**config.mk**
```make
export PLATFORM = sky130hd
export DESIGN_NAME = store_buffer_flat
export DESIGN_NICKNAME = d
export VERILOG_FILES = /design/src/rtl/store_pkg.sv /design/src/rtl/store_buffer_if.sv /design/src/rtl/store_fifo.sv /design/src/rtl/store_buffer.sv /design/src/flat_wrapper.sv
export SDC_FILE = /design/constraint.sdc
export NUM_CORES = 1
export LEC_CHECK = 0
export ABC_AREA = 1
export ABC_CLOCK_PERIOD_IN_PS = 5300
export CAP_MARGIN = 20
export CORE_MARGIN = 2
export CORE_UTILIZATION = 45
export DETAILED_ROUTE_END_ITERATION = 6
export PLACE_DENSITY = 0.69
export SYNTH_ARGS = -nofsm -noshare
export SYNTH_HDL_FRONTEND = slang
export SYNTH_SLANG_ARGS = --single-unit
```
**constraint.sdc**
```tcl
create_clock -name clock -period 5.3 [get_ports clock]
set_input_delay 0.53 -clock clock [delete_from_list [all_inputs] [get_ports clock]]
set_output_delay 0.53 -clock clock [all_outputs]
set_load 0.005 [all_outputs]
```
**src/rtl/store_pkg.sv**
```systemverilog
// Shared store-size encoding and the helpers that decode it.
package store_pkg;

    typedef enum logic [1:0] {
        SZ_B = 2'd0,
        SZ_H = 2'd1,
        SZ_W = 2'd2,
        SZ_X = 2'd3
    } size_e;

    function automatic logic [31:0] size_to_len(input logic [1:0] size);
        case (size)
            SZ_B:    return 32'd1;
            SZ_H:    return 32'd2;
            SZ_W:    return 32'd4;
            default: return 32'd0;
        endcase
    endfunction

    // Illegal encoding, or an address not naturally aligned to the access size.
    function automatic logic size_illegal(input logic [1:0] size, input logic [1:0] addr_lo);
        case (size)
            SZ_B:    return 1'b0;
            SZ_H:    return addr_lo[0];
            SZ_W:    return addr_lo != 2'b00;
            default: return 1'b1;
        endcase
    endfunction

endpackage

```
**src/rtl/store_buffer_if.sv**
```systemverilog
// Store input channel from the LSU and write channel towards the pmem write stage.
interface store_buffer_if #(
    parameter int ADDR_W = 32,
    parameter int DATA_W = 32
);
    logic              in_valid;
    logic              in_ready;
    logic [ADDR_W-1:0] in_addr;
    logic [1:0]        in_size;
    logic [DATA_W-1:0] in_data;
    logic              out_en;
    logic [ADDR_W-1:0] out_addr;
    logic [31:0]       out_len;
    logic [DATA_W-1:0] out_data;

    modport master (
        output in_valid, in_addr, in_size, in_data,
        input  in_ready, out_en, out_addr, out_len, out_data
    );

    modport slave (
        input  in_valid, in_addr, in_size, in_data,
        output in_ready, out_en, out_addr, out_len, out_data
    );
endinterface

```
**src/rtl/store_fifo.sv**
```systemverilog
// Circular entry store with wrap-bit pointers; exposes the head plus a per-entry
// tag and valid flag so the owner can search all pending entries.
module store_fifo #(
    parameter int DEPTH = 4,
    parameter int W     = 8,
    parameter int TW    = 4,
    localparam int AW   = $clog2(DEPTH),
    localparam int PW   = AW + 1
) (
    input  logic                     clock,
    input  logic                     reset,
    input  logic                     push,
    input  logic [W-1:0]             wr_data,
    input  logic                     pop,
    output logic                     full,
    output logic                     empty,
    output logic [PW-1:0]            count,
    output logic [W-1:0]             head,
    output logic [DEPTH-1:0][TW-1:0] tags,
    output logic [DEPTH-1:0]         valid
);

    logic [PW-1:0] wr_ptr_reg;
    logic [PW-1:0] rd_ptr_reg;
    logic [W-1:0]  mem [DEPTH];
    logic [AW-1:0] wr_idx;
    logic [AW-1:0] rd_idx;
    logic          do_push;
    logic          do_pop;

    assign wr_idx  = wr_ptr_reg[AW-1:0];
    assign rd_idx  = rd_ptr_reg[AW-1:0];
    assign empty   = wr_ptr_reg == rd_ptr_reg;
    assign full    = (wr_ptr_reg[AW] != rd_ptr_reg[AW]) && (wr_idx == rd_idx);
    assign count   = wr_ptr_reg - rd_ptr_reg;
    assign do_push = push && !full;
    assign do_pop  = pop && !empty;
    assign head    = mem[rd_idx];

    always_ff @(posedge clock or negedge reset) begin
        if (!reset) begin
            wr_ptr_reg <= '0;
            rd_ptr_reg <= '0;
        end else begin
            if (do_push) wr_ptr_reg <= wr_ptr_reg + PW'(1);
            if (do_pop)  rd_ptr_reg <= rd_ptr_reg + PW'(1);
        end
    end

    // Payload is never reset; the pointers alone decide what is valid.
    always_ff @(posedge clock) begin
        if (do_push) mem[wr_idx] <= wr_data;
    end

    generate
        for (genvar gi = 0; gi < DEPTH; gi++) begin : g_entry
            logic [AW-1:0] offset;
            assign offset     = AW'(gi) - rd_idx;
            assign valid[gi]  = {1'b0, offset} < count;
            assign tags[gi]   = mem[gi][W-1 -: TW];
        end
    endgenerate

endmodule

```
**src/rtl/store_buffer.sv**
```systemverilog
// Committed-store buffer: checks alignment, masks data, queues stores in order
// and drains one per cycle to the write stage; flags loads hitting a pending word.
module store_buffer
    import store_pkg::*;
#(
    parameter int DEPTH  = 4,
    parameter int ADDR_W = 32,
    parameter int DATA_W = 32
) (
    input  logic                     clock,
    input  logic                     reset,
    store_buffer_if.slave            bus,
    input  logic [ADDR_W-1:0]        ld_addr,
    output logic                     ld_hit,
    output logic [$clog2(DEPTH):0]   count,
    output logic                     err
);

    localparam int EW = ADDR_W + 2 + DATA_W;

    logic                         full;
    logic                         empty;
    logic                         accept;
    logic                         illegal;
    logic                         enq;
    logic                         pop;
    logic                         err_reg;
    logic [DATA_W-1:0]            data_mask;
    logic [EW-1:0]                wr_entry;
    logic [EW-1:0]                head;
    logic [DEPTH-1:0][ADDR_W-1:0] tags;
    logic [DEPTH-1:0]             valid;
    logic [DEPTH-1:0]             hit_vec;
    logic [ADDR_W-1:0]            ld_word;
    logic [ADDR_W-1:0]            head_addr;
    logic [1:0]                   head_size;
    logic [DATA_W-1:0]            head_data;

    assign bus.in_ready = !full;
    assign accept       = bus.in_valid && !full;
    assign illegal      = size_illegal(bus.in_size, bus.in_addr[1:0]);
    assign enq          = accept && !illegal;
    assign pop          = !empty;

    generate
        for (genvar gi = 0; gi < DATA_W; gi++) begin : g_mask
            assign data_mask[gi] = (gi < 8)
                                || (gi < 16 && bus.in_size == SZ_H)
                                || (gi < 32 && bus.in_size == SZ_W);
        end
    endgenerate

    assign wr_entry = {bus.in_addr, bus.in_size, bus.in_data & data_mask};

    store_fifo #(
        .DEPTH (DEPTH),
        .W     (EW),
        .TW    (ADDR_W)
    ) u_fifo (
        .clock   (clock),
        .reset   (reset),
        .push    (enq),
        .wr_data (wr_entry),
        .pop     (pop),
        .full    (full),
        .empty   (empty),
        .count   (count),
        .head    (head),
        .tags    (tags),
        .valid   (valid)
    );

    assign head_addr    = head[EW-1 -: ADDR_W];
    assign head_size    = head[DATA_W +: 2];
    assign head_data    = head[DATA_W-1:0];
    assign bus.out_en   = !empty;
    assign bus.out_addr = head_addr;
    assign bus.out_len  = size_to_len(head_size);
    assign bus.out_data = head_data;

    // Word match ignores the byte offset on both sides; the popping head still counts.
    assign ld_word = ld_addr & ~ADDR_W'(3);
    generate
        for (genvar gi = 0; gi < DEPTH; gi++) begin : g_hit
            assign hit_vec[gi] = valid[gi] && ((tags[gi] & ~ADDR_W'(3)) == ld_word);
        end
    endgenerate
    assign ld_hit = |hit_vec;

    always_ff @(posedge clock or negedge reset) begin
        if (!reset) err_reg <= 1'b0;
        else        err_reg <= accept && illegal;
    end
    assign err = err_reg;

endmodule

```
**src/flat_wrapper.sv**
```systemverilog
// flat-port wrapper written by rule: the top's interface ports become plain ports
module store_buffer_flat import store_pkg::*;
#(
    parameter int DEPTH  = 4,
    parameter int ADDR_W = 32,
    parameter int DATA_W = 32
)
  (clock, reset, ld_addr, ld_hit, count, err, bus_in_valid, bus_in_addr, bus_in_size, bus_in_data, bus_in_ready, bus_out_en, bus_out_addr, bus_out_len, bus_out_data);
  store_buffer_if #(.ADDR_W(ADDR_W), .DATA_W(DATA_W)) bus_i ();
  input  logic clock;
  input  logic reset;
  input  logic [ADDR_W-1:0] ld_addr;
  output logic ld_hit;
  output logic [$clog2(DEPTH):0] count;
  output logic err;
  input wire logic [$bits(bus_i.in_valid)-1:0] bus_in_valid;
  input wire logic [$bits(bus_i.in_addr)-1:0] bus_in_addr;
  input wire logic [$bits(bus_i.in_size)-1:0] bus_in_size;
  input wire logic [$bits(bus_i.in_data)-1:0] bus_in_data;
  output wire logic [$bits(bus_i.in_ready)-1:0] bus_in_ready;
  output wire logic [$bits(bus_i.out_en)-1:0] bus_out_en;
  output wire logic [$bits(bus_i.out_addr)-1:0] bus_out_addr;
  output wire logic [$bits(bus_i.out_len)-1:0] bus_out_len;
  output wire logic [$bits(bus_i.out_data)-1:0] bus_out_data;
  assign bus_i.in_valid = bus_in_valid;
  assign bus_i.in_addr = bus_in_addr;
  assign bus_i.in_size = bus_in_size;
  assign bus_i.in_data = bus_in_data;
  assign bus_in_ready = bus_i.in_ready;
  assign bus_out_en = bus_i.out_en;
  assign bus_out_addr = bus_i.out_addr;
  assign bus_out_len = bus_i.out_len;
  assign bus_out_data = bus_i.out_data;
  store_buffer #(.DEPTH(DEPTH), .ADDR_W(ADDR_W), .DATA_W(DATA_W)) u_core (.clock(clock), .reset(reset), .bus(bus_i), .ld_addr(ld_addr), .ld_hit(ld_hit), .count(count), .err(err));
endmodule
```
==> results of run 1 <==
[metrics by stage]
step           instances  utilization (%)  worst slack (ps)
4_1_cts             1805            56.82              1188
2_1_floorplan       1264                -             505.7
5_1_grt             1807            56.84             973.5
6_report            1809            56.86              1190
3_5_place_dp        1751            53.16              1438
3_3_place_gp        1751            53.16              1486
[cell type report]
cell class,count,area [um^2]
repair buffers,186,1864
diodes,4,10.01
clock inverters,21,279.0
clock buffers,33,740.7
well taps,378,473.0
flip-flops and latches,271,8107
fillers,2332,12020
multi-input cells,789,3886
inverters,127,479.2
[how the worst max path moves through the flow]
stage	end	cells after the start
3_5_place_dp	u_core.u_fifo.mem[3][27]	8
4_1_cts	ld_hit	13
2_1_floorplan	u_core.u_fifo.mem[0][0]	7
6_report	ld_hit	12
3_3_place_gp	u_core.u_fifo.mem[3][18]	8
5_1_grt	ld_hit	13
[placed cells by master (no fill, tap or decap), drive strengths merged, types with 12 or more instances in the layout]
| master | netlist | layout |
|---|---|---|
| inv | 127 | 128 |
| o21ai | 135 | 135 |
| conb | 1 | 29 |
| nand2 | 242 | 242 |
| edfxtp | 264 | 264 |
| clkinv | 0 | 12 |
| xor2 | 53 | 53 |
| clkdlybuf4s50 | 0 | 172 |
| buf | 56 | 14 |
| clkbuf | 21 | 33 |
| a21oi | 63 | 63 |
| nor2 | 182 | 182 |
| o22ai | 39 | 39 |
| ha | 17 | 17 |
[power by group through the flow]
stage	Combinational (mW)	Sequential (mW)	Clock [mW]
finish	3.11	2.85	2.15
global route	3.43	2.88	2.26
CTS	3.15	2.85	2.18
detailed placement	3.12	2.89	0
global placement	3.07	2.88	0
floorplan	1.66	2.84	0
[per-layer routing]
layer  track usage (%)  wire length [um]  vias to the layer above
met2             35.32             15070                      313
met3             4.398              2286                       67
met1             25.72             13250                     4334
met5                 0                48                        -
li1                  -                 -                     4429
met4             6.944               971                        8
[logic make-up (layout without fill, tap and decap cells)]
kind of cell | Yosys count | in the layout | share of synthesized area, %
other | 1 | 33 | 0.02930
XOR/XNOR | 60 | 60 | 4.106
AND/OR/NAND/NOR | 438 | 438 | 13.29
flip-flops | 271 | 271 | 63.32
AO/OA/AOI/OAI | 244 | 244 | 10.13
adder cells (fa/ha/maj) | 18 | 18 | 1.819
buffers and inverters | 204 | 367 | 7.313
[critical path, delay by kind of cell (launching register included)]
kind / cells / cell delay, ps
flip-flops: 1 / 740
buffers and inverters: 3 / 620
adder cells (fa/ha/maj): 3 / 1030
AND/OR/NAND/NOR: 5 / 500
AO/OA/AOI/OAI: 1 / 130
==> results.md, run 1 <==
- In this run the number of H-tree levels came out at 1.
- The post-route worst hold slack is 262.7 ps.
- The source of the critical timing path is u_core.u_fifo.rd_ptr_reg[0].
- The post-route setup TNS is 0 ps.
- Relative to the synthesized area, the layout overhead comes to 23.77%.
- The worst path required time is 4770 ps.
- Yosys instantiated no cell more often than sky130_fd_sc_hd__edfxtp_1.
- The number of input and output port buffers inserted is 172.
- The cell count after synthesis is between 1000 and 1500.
- The type of element capturing the critical path is an output pin.
- Of the total power, the share spent switching nets is 33.53%.
- In this run, post-CTS hold repair placed 0 buffers.
- The first routing iteration left ~800 violations.
- In the post-synthesis netlist, the biggest area contributors are sky130_fd_sc_hd__edfxtp_1 62%, sky130_fd_sc_hd__nand2_1 7.1%, sky130_fd_sc_hd__nor2_1 5.3%, sky130_fd_sc_hd__o21ai_0 5.1%, sky130_fd_sc_hd__xor2_1 3.6%.
- Post-CTS timing repair inserted 0 buffers for setup.
- In this run the worst hold path is classified as in2async.
- The max-cap violation count is 0.
- The average vias per placed instance is 5.059.
- The routed via count is 9151.
- The worst setup path is launched from a flip-flop.
- Dividing the synthesized area by the synthesized cell count gives 10.35 um^2.
- The final wirelength is 31620 um.
- The TritonCTS buffer count is 29.
- Counting flops and latches in the post-synthesis netlist gives 271.
- The mapped netlist covers 12800 um^2.
- The number of flip-flops under the largest register name is between 200 and 300.
- The floorplan step defined a die boundary enclosing 29800 um^2.
- The internal power of the cells totals 5.392 mW.
- The relative contribution of sequential cells to total power is 35.1%.
- The final routed wire length divided by cell count is 17.48 um.
- Power spread over the standard cell area amounts to 512.2 nW/um^2.
- Routability-driven placement finished with a final weighted congestion of approximately 0.83.
- The number of routed nets with antenna violations is 0.
- The startpoint of the most critical register-to-register path is u_core.u_fifo.rd_ptr_reg[0].
- The clock net in this run drives a total of 271 sinks.
- For this design the total switching power over the nets is 2.720 mW.
- For this run, design rule violations remaining after detail routing come to 0.
- The largest clock skew in the final design is around 16 ps.
- The clock edge transition at the registers on the reported setup and hold paths is 60 ps.
- For the finished layout, the period the worst path requires is 4110 ps.
- The floorplan has 61 rows.
- The worst reg2reg path endpoint is u_core.u_fifo.mem[3][6].
- Setup repair after global routing left no endpoint under its margin.
- Counting flops with an async set or reset pin after synthesis yields a share of 2.583%.
- The number of failing setup endpoints in the final timing report is 0.
- For this configuration, the core starts out at a cell density of 45.94%.
- The cell type contributing the most total cell area after synthesis is sky130_fd_sc_hd__edfxtp_1.
- The clock insertion delay at the later pin of the skew report is ~550 ps.
- The flow ran to the end, and the final reports show no timing, DRC or antenna violations.
- After layout, the design draws a total of 8.113 mW.
- The relative contribution of combinational cells to total power is 38.3%.
- The slack of the worst reg-to-reg path is 1600 ps.
- After global routing the overflow that remains totals 0.
- The final count of pins violating max slew is 0.
- The worst-case IR drop observed on VDD is about 300 uV.
- Detailed placement finished with a half-perimeter wire length of 20420 um.
- Measured along the y axis, the die boundary spans about 170 um.
- The critical path data arrival time is 3580 ps.
- The synthesis warning total is 0.
- The number of different library cells used by synthesis comes to 30.
- The worst register-to-register path has a depth of 6.
- The number of global-route vias before repair is 8893.
- The final design instance area without fill is 15840 um^2.
- Walking the worst path, the cells encountered are ha_1, inv_1, fa_1, inv_1, ha_1, o21bai_1, nand3_1, nand3_1, nor2_1, nor2_1, nand2_1, clkdlybuf4s50_1.
- The critical path class is reg2out.
- The first global-routing pass estimated 47730 um of wire.
- The total core area is 27860 um^2.
- The slowest library cell on the worst path is sky130_fd_sc_hd__dfrtp_4.
- The CTS tree is done.
- The pin count of the biggest net entering global routing is 78.
- The placed cell area is 14810 um^2.
- For the pin with the worst max-slew slack, the measured transition is 889.6 ps.
- The number of antenna violations at the first check in global routing is 8.
- The number of endpoints with negative hold slack in the final report is 0.
- The number of synthesized flops with an enable pin is 264.
- Summed over all cells, the static leakage comes to 6.180 nW.
- Of all nets on the critical path, the largest fanout is 45.
- The root buffer cell chosen for the clock tree is sky130_fd_sc_hd__clkbuf_16.
- The final net count is 1523.
- The first detailed-routing pass ran for 5 iterations.
- The sequential share of the synthesized area is 63.32%.
- The number of primary I/O pins is 204.
- The timing-limited maximum frequency is 0.2433 GHz.
- For this run, the leading register cell type out of synthesis is sky130_fd_sc_hd__edfxtp_1.
- After synthesis, the most frequently instantiated cells are 264 x sky130_fd_sc_hd__edfxtp_1, 241 x sky130_fd_sc_hd__nand2_1, 181 x sky130_fd_sc_hd__nor2_1, 131 x sky130_fd_sc_hd__o21ai_0, 121 x sky130_fd_sc_hd__inv_1.
- The delay of the slowest cell on the worst path is about 740 ps.
- The fraction of layout cells with a size suffix above 1 is 5.116%.
- Measured against its own limit, the worst slew margin works out to 40.55%.
- The post-CTS resize count is 0.
- The final critical path takes up 77.54% of the cycle.
- The die outline width is 172.6 um.
- Global routing used 20.51% of the available tracks.
- The share of total power in the clock network is about a quarter.
- The maximum buffer depth of the clock tree is 3.
- After synthesis, the largest area contributor takes up 61.95% of total cell area.
No activity file was read; power rests on OpenSTA's default activity.
==> run 2: changes to the inputs <==
ABC_CLOCK_PERIOD_IN_PS = 3850   (was 5300)
clock period = 3.85 ns   (was 5.3 ns; I/O delays follow)
==> run 2 against run 1 <==
Compared with the run above: sequential cell count stayed put; clock skew down 7.1 ps; core utilization decreased by 0.33 points; routed wire length decreased by 0.49%; clock power grew 21%; count of clock-buffer cells in the layout fell by 2; setup slack lost 910 ps; combinational power up 41%; critical path depth fell by 5; global-route usage shrank 0.068 points; final cell count down 0.17%; critical endpoint is now bus_out_len[1].
==> results.md, run 2 (synthesis results as in run 1) <==
- The flow ran to the end, and the final reports show no timing, DRC or antenna violations.
- The die outline width is 172.6 um (unchanged).
- The power density normalized to cell area is 688.8 nW/um^2 (+34%).
- The slew at the pin closest to its max-slew limit is 732.3 ps (-157.4 ps).
- The wire length of the first global-routing pass is 47620 um (-0.22%).
- The pin count of the biggest net entering global routing is 98 (+26%).
- The clock edge transition at the registers on the reported setup and hold paths is 70 ps (about the same).
- Compared with the post-synthesis result, the final layout area differs by 23.05%.
- The final non-filler cell total was 1806 (-0.17%).
- The critical path goes through buf_4, buf_6, nand2_1, a32oi_1, inv_1, nor2_1, clkdlybuf4s50_1.
- The post-route worst hold slack is 109.8 ps (-152.8 ps).
- The final clock period utilization by the worst path is roughly 93%.
- On the critical path, the stage with the largest delay is an instance of sky130_fd_sc_hd__buf_6.
- The worst reg2reg path endpoint is u_core.u_fifo.mem[0][54].
- The die area came to 29800 um^2 (unchanged).
- The critical path data arrival time is 3180 ps (-400 ps).
- In the layout the commonest cells are 264 x sky130_fd_sc_hd__edfxtp_1, 241 x sky130_fd_sc_hd__nand2_1, 178 x sky130_fd_sc_hd__nor2_1, 171 x sky130_fd_sc_hd__clkdlybuf4s50_1, 131 x sky130_fd_sc_hd__o21ai_0.
- The most critical setup path has its startpoint at u_core.u_fifo.rd_ptr_reg[0].
- The max-cap violation count was 0 (unchanged).
- The critical path ends at bus_out_len[1].
- The total placed cells including tap cells came to 1753 (+0.11%).
- The number of primary I/O pins was 204 (unchanged).
- The largest clock skew in the final design is 9.176 ps (-7.115 ps).
- The number of input and output port buffers inserted was 172 (unchanged).
- The final routed wire length divided by cell count is 17.43 um (-0.32%).
- The total number of placement rows is 61 (unchanged).
- The number of endpoints with negative hold slack in the final report is 0 (unchanged).
- The initial core utilization is 45.94% (unchanged).
- The post-route setup TNS is 0 ps (unchanged).
- The number of global-route vias before repair came to 8631 (-2.9%).
- The startpoint of the most critical register-to-register path is u_core.u_fifo.rd_ptr_reg[1].
- The final count of pins violating max slew came to 0 (unchanged).
- The worst path required time is 3460 ps (-1310 ps).
- The slack of the worst reg-to-reg path is 1270 ps (-330 ps).
- The TritonCTS buffer count was 28 (-3.4%).
- The commonest non-fill, non-tap cell in the layout is sky130_fd_sc_hd__edfxtp_1.
- The overall global routing resource usage is 20.44% (-0.068 points).
- The number of failing setup endpoints in the final timing report is 0 (unchanged).
- The highest ir drop seen on vdd came to 458.2 uV (+51%).
- The final net count came to 1524 (+0.066%).
- The delay of the slowest cell on the worst path is 550 ps (-190 ps).
- The average vias per placed instance is 5.029 (-0.59%).
- The leakage power is 6.163 nW (-0.28%).
- The count of clock tree sinks is 271 (unchanged).
- The length of the first detailed-routing pass in iterations is 5 (unchanged).
- Setup repair after global routing left no endpoint under its margin.
- The routed via count came to 9082 (-0.75%).
- The largest driver fanout on the critical path is 83 (+84%).
- The remaining design rule violation count is 0 (unchanged).
- The pre-CTS setup slack is 642.3 ps (-795.8 ps).
- The final weighted congestion in routability-driven placement is 0.8133 (-2.3%).
- The path class of the tightest hold or removal check is in2async.
- The critical path class is reg2out.
- The final HPWL from detailed placement is 20190 um (-1.1%).
- Derived from the worst setup path, the maximum achievable clock frequency is ~0.28 GHz.
- The clock insertion delay at the later pin of the skew report came to 540 ps (about the same).
- The vertical die dimension is 172.6 um (unchanged).
- The number of antenna violations at the first check in global routing is 5 (-3).
- The number of H-tree levels is 1 (unchanged).
- The maximum buffer depth of the clock tree came to 3 (unchanged).
- The final wirelength is 31470 um (-0.49%).
- The final critical delay including setup and external delays is 3567 ps.
- The category of the worst setup path launch point is a flip-flop.
- The post-cts hold buffer count came to 0 (unchanged).
- The number of flip-flops under the largest register name is 264 (unchanged).
- The final global-route overflow total is 0 (unchanged).
- The number of routed nets with antenna violations came to 0 (unchanged).
- The number of cells on the worst reg-to-reg path is 7 (+1).
- The number of DRC violations after detailed-routing iteration 0 is 629 (-22%).
- The total core area was 27860 um^2 (unchanged).
- The number of fillers in the final layout is 2358 (+1.1%).
- The fraction of layout cells with a size suffix above 1 was 5.326% (+0.21 points).
- The normalized max-slew margin was 51.18% (+11 points).
- The type of element capturing the critical path is an output pin.
- The CTS tree is done.
- The worst setup margin came to 282.9 ps (-907.3 ps).
- The CTS root buffer is sky130_fd_sc_hd__clkbuf_16.
## run 2: changes by cell type in the layout (fill, tap and decap cells not counted), moves of 2 or more
cell | before | now
sky130_fd_sc_hd__clkinv_2 | 2 | 7
sky130_fd_sc_hd__clkbuf_1 | 4 | 2
sky130_fd_sc_hd__buf_12 | 3 | 5
sky130_fd_sc_hd__diode_2 | 4 | 1
sky130_fd_sc_hd__bufinv_16 | 7 | 2
## run 2: worst max-delay path: cells and delay by family, from the launching register on
kind | cells | cell delay [ps]
buf+inv | 4 | 1570
compound gates | 1 | 410
flops | 1 | 400
simple gates | 2 | 220
## run 2: layout make-up
cell class | count | area (um^2) | area share, %
Tap cell | 378 | 473.0 | 3.003
Timing Repair Buffer | 188 | 1911 | 12.13
Clock buffer | 31 | 733.2 | 4.656
Multi-Input combinational cell | 789 | 3886 | 24.68
Sequential cell | 271 | 8107 | 51.48
Clock inverter | 21 | 153.9 | 0.9773
Inverter | 127 | 481.7 | 3.059
Antenna cell | 1 | 2.502 | 0.01589
## run 2: metal layers
| layer | vias up | wire [um] | global-route usage (%) | part of all wire [%] |
|---|---|---|---|---|
| li1 | 4447 | - | - | - |
| met1 | 4252 | 12950 | 26.45 | 41 |
| met2 | 332 | 15210 | 34.84 | 48 |
| met3 | 45 | 2780 | 5.255 | 8.8 |
| met4 | 6 | 486 | 4.274 | 1.5 |
| met5 | - | 41 | 0 | 0.13 |
## run 2: where the power goes
part           internal [mW]  leakage (nW)  total (mW)  switching (mW)
clock                   1.50         0.438        2.61            1.11
sequential              3.70          2.49        3.85           0.150
combinational           1.92          3.24        4.39            2.47
total                   7.12          6.16        10.8            3.73
## run 2: worst min-delay path by stage
stage	slack, ps	cells past startpoint	end	start
2_1_floorplan	90	0	u_core.err	reset
3_3_place_gp	480	1	u_core.u_fifo.wr_ptr_reg[2]	u_core.u_fifo.wr_ptr_reg[2]
3_5_place_dp	480	1	u_core.u_fifo.wr_ptr_reg[2]	u_core.u_fifo.wr_ptr_reg[2]
4_1_cts	100	1	u_core.err	reset
5_1_grt	110	1	u_core.err	reset
6_report	110	1	u_core.err	reset
## run 2: what timing repair did
action	4_1_cts	5_1_grt
endpoints found under the setup margin	0	5
gates resized for setup	0	4
setup buffers	0	0
## run 2: per-stage QoR
stage	utilization [%]	cell area [um^2]	power (mW)
2_1_floorplan	-	12900	6.197
3_3_place_gp	53.30	14850	8.251
3_5_place_dp	53.30	14850	8.315
4_1_cts	56.49	15740	10.94
5_1_grt	56.52	15750	11.50
6_report	56.53	15750	10.85
==> run 3: changes to the inputs <==
MAX_ROUTING_LAYER = met4   (was default)
REMOVE_ABC_BUFFERS = 1   (was default)
==> run 3 against run 2 <==
Compared with the run above: clock power is essentially flat; first-iteration DRC count grew 33%; critical path depth shrank 1; maximum frequency shrank 2.7%; die area is the same; core utilization grew 0.28 points; combinational power is essentially flat; hold slack lost 4.3 ps; via count grew 0.35%; routed wire length shrank 2.5%; global-route usage grew 0.32 points; sequential cell count is the same.
==> results.md, run 3 (synthesis results as in run 1) <==
- The final net count was 1530 (+0.39%).
- The length of the first detailed-routing pass in iterations is 5 (unchanged).
- The wire length of the first global-routing pass came to 47130 um (-1.0%).
- Leaving out fill and tap cells, the most frequent cell in the layout is sky130_fd_sc_hd__edfxtp_1.
- The post-cts hold buffer count came to 0 (unchanged).
- The total core area is 27860 um^2 (unchanged).
- The number of H-tree levels is 1 (unchanged).
- The number of primary I/O pins is 204 (unchanged).
- The largest clock skew in the final design came to 11.82 ps (+2.640 ps).
- The number of antenna violations at the first check in global routing is 5 (unchanged).
- The TritonCTS buffer count was 28 (unchanged).
- The final weighted congestion in routability-driven placement is 0.8781 (+8.0%).
- The final critical delay including setup and external delays is 3667 ps (+99.84 ps).
- The category of the worst setup path launch point is a flip-flop.
- The average vias per placed instance is 5.013 (-0.31%).
- The clock insertion delay at the later pin of the skew report was 550 ps (about the same).
- The number of DRC violations after detailed-routing iteration 0 is 836 (+33%).
- The final count of pins violating max slew was 0 (unchanged).
- The met1 wire length came to 13000 um (+0.36%).
- The final HPWL from detailed placement is 19760 um (-2.2%).
- The library cells used most frequently in the layout, excluding fill and tap cells, are 264 x sky130_fd_sc_hd__edfxtp_1, 241 x sky130_fd_sc_hd__nand2_1, 178 x sky130_fd_sc_hd__nor2_1, 172 x sky130_fd_sc_hd__clkdlybuf4s50_1, 131 x sky130_fd_sc_hd__o21ai_0.
- The leakage power is 6.180 nW (+0.28%).
- TritonCTS built the clock tree.
- The critical path class is reg2out.
- The clock edge transition at the registers on the reported setup and hold paths was 60 ps (about the same).
- Traced cell by cell, the critical path runs through inv_2, buf_4, buf_4, o21ai_0, o21ai_0, clkdlybuf4s50_1.
- The post-route worst hold slack came to 105.6 ps (-4.268 ps).
- The largest driver fanout on the critical path was 56 (-33%).
- The final routed wire length divided by cell count is 16.88 um (-3.1%).
- The pin count of the biggest net entering global routing came to 92 (-6.1%).
- The type of element capturing the critical path is an output pin.
- The die area is 29800 um^2 (unchanged).
- The slowest library cell on the worst path is sky130_fd_sc_hd__clkdlybuf4s50_1.
- The slew at the pin closest to its max-slew limit is 748.5 ps (+16.21 ps).
- The timing-limited maximum frequency came to 0.2727 GHz (-2.7%).
- The routed via count is 9114 (+0.35%).
- The initial core utilization is 45.94% (unchanged).
- The final clock period utilization by the worst path is 95.24% (+2.6 points).
- The overall global routing resource usage came to 20.76% (+0.32 points).
- The tree is rooted in a sky130_fd_sc_hd__clkbuf_16.
- The power density normalized to cell area is 688.5 nW/um^2 (about the same).
- The category of cells accounting for the largest share of critical-path delay is buffers and inverters.
- The number of input and output port buffers inserted was 172 (unchanged).
- The total power is 10.90 mW (+0.45%).
- The class of the most critical hold timing path is in2async.
- The number of global-route vias before repair is 8859 (+2.6%).
- The maximum buffer depth of the clock tree is 3 (unchanged).
- The number of fillers in the final layout is 2332 (-1.1%).
- The count of clock tree sinks came to 271 (unchanged).
- The highest ir drop seen on vdd is 404.8 uV (-12%).
- The delay of the slowest cell on the worst path is 590 ps (+40 ps).
- The number of failing setup endpoints in the final timing report is 0 (unchanged).
- The final wirelength is 30690 um (-2.5%).
- The number of endpoints with negative hold slack in the final report is 0 (unchanged).
- The worst path required time was 3460 ps (about the same).
- The remaining design rule violation count is 0 (unchanged).
- From synthesis to final layout, the design area changed by 23.66%.
- The vertical die dimension came to 172.6 um (unchanged).
- The normalized max-slew margin was 50.10% (-1.1 points).
- The number of buffers and inverters on the critical path was 4 (unchanged).
- The total number of placement rows is 61 (unchanged).
- The max-cap violation count is 0 (unchanged).
- The critical path data arrival time was 3280 ps (+100 ps).
- The number of routed nets with antenna violations is 0 (unchanged).
- The die outline width is 172.6 um (unchanged).
- The final design instance area without fill is 15830 um^2 (+0.49%).
- The number of flip-flops under the largest register name is 264 (unchanged).
- The placed cell area was 14870 um^2 (+0.15%).
- The met3 layer wire length in the routed design was 2549 um (-8.3%).
- The fraction of layout cells with a size suffix above 1 is 5.722% (+0.40 points).
- The total length of routed met2 wires is 14210 um (-6.5%).
- The final global-route overflow total was 0 (unchanged).
- The highest layer touched by signal routing is met4.
- The flow ran to the end, and the final reports show no timing, DRC or antenna violations.
-- run 3: cell types whose count changed in the layout (fill, tap and decap cells not counted), moves of 2 or more --
cell and change:
sky130_fd_sc_hd__buf_4 +6, sky130_fd_sc_hd__clkbuf_1 +2, sky130_fd_sc_hd__clkinv_1 -2, sky130_fd_sc_hd__clkinv_4 -2
sky130_fd_sc_hd__diode_2 +6
-- run 3: per-layer routing --
metal  GRT usage, %  up-vias
met5              -        -
met1          26.66     4242
met2          33.47      369
li1               -     4451
met4          6.339        0
met3          4.090       52
-- run 3: timing repair --
| item | in CTS | in global routing |
|---|---|---|
| gates resized for setup | 0 | 2 |
| setup endpoints to repair | 0 | 2 |
| setup buffers | 0 | 3 |
-- run 3: metrics by stage --
stage	std cells	util, %	worst slack (ps)	setup TNS (ps)
floorplan	1187	-	-2010	-424280
global placement	1756	53.38	762.8	0
detailed placement	1756	53.38	705.5	0
CTS	1808	56.65	92.10	0
global route	1816	56.79	-15.67	-15.67
finish	1818	56.81	183.1	0
-- run 3: layout make-up --
class / count / area (um^2) / share of cell area (%)
Clock buffer: 32 / 715.7 / 4.522
Inverter: 127 / 479.2 / 3.028
Timing Repair Buffer: 194 / 1953 / 12.34
Antenna cell: 7 / 17.52 / 0.1107
Tap cell: 378 / 473.0 / 2.989
Sequential cell: 271 / 8107 / 51.23
Clock inverter: 20 / 193.9 / 1.225
Multi-Input combinational cell: 789 / 3886 / 24.56
-- run 3: power by group --
| group | internal, mW | switching (mW) | leakage, nW |
|---|---|---|---|
| combinational | 1.94 | 2.46 | 3.25 |
| sequential | 3.70 | 0.150 | 2.49 |
| clock | 1.54 | 1.11 | 0.446 |
-- run 3: final timing paths --
| check | to | start | depth (start not counted) | slack, ps |
|---|---|---|---|---|
| min reg2reg | u_core.u_fifo.wr_ptr_reg[2] | u_core.u_fifo.wr_ptr_reg[2] | 1 | 500 |
| max reg2reg | u_core.u_fifo.mem[2][34] | u_core.u_fifo.rd_ptr_reg[1] | 7 | 1170 |
| min | u_core.u_fifo.rd_ptr_reg[1] | reset | 1 | 110 |
| max in group asynchronous | u_core.u_fifo.rd_ptr_reg[0] | reset | 1 | 3470 |
| min in group clock | u_core.err | bus_in_valid | 3 | 460 |
| max | bus_out_addr[29] | u_core.u_fifo.rd_ptr_reg[1] | 6 | 180 |
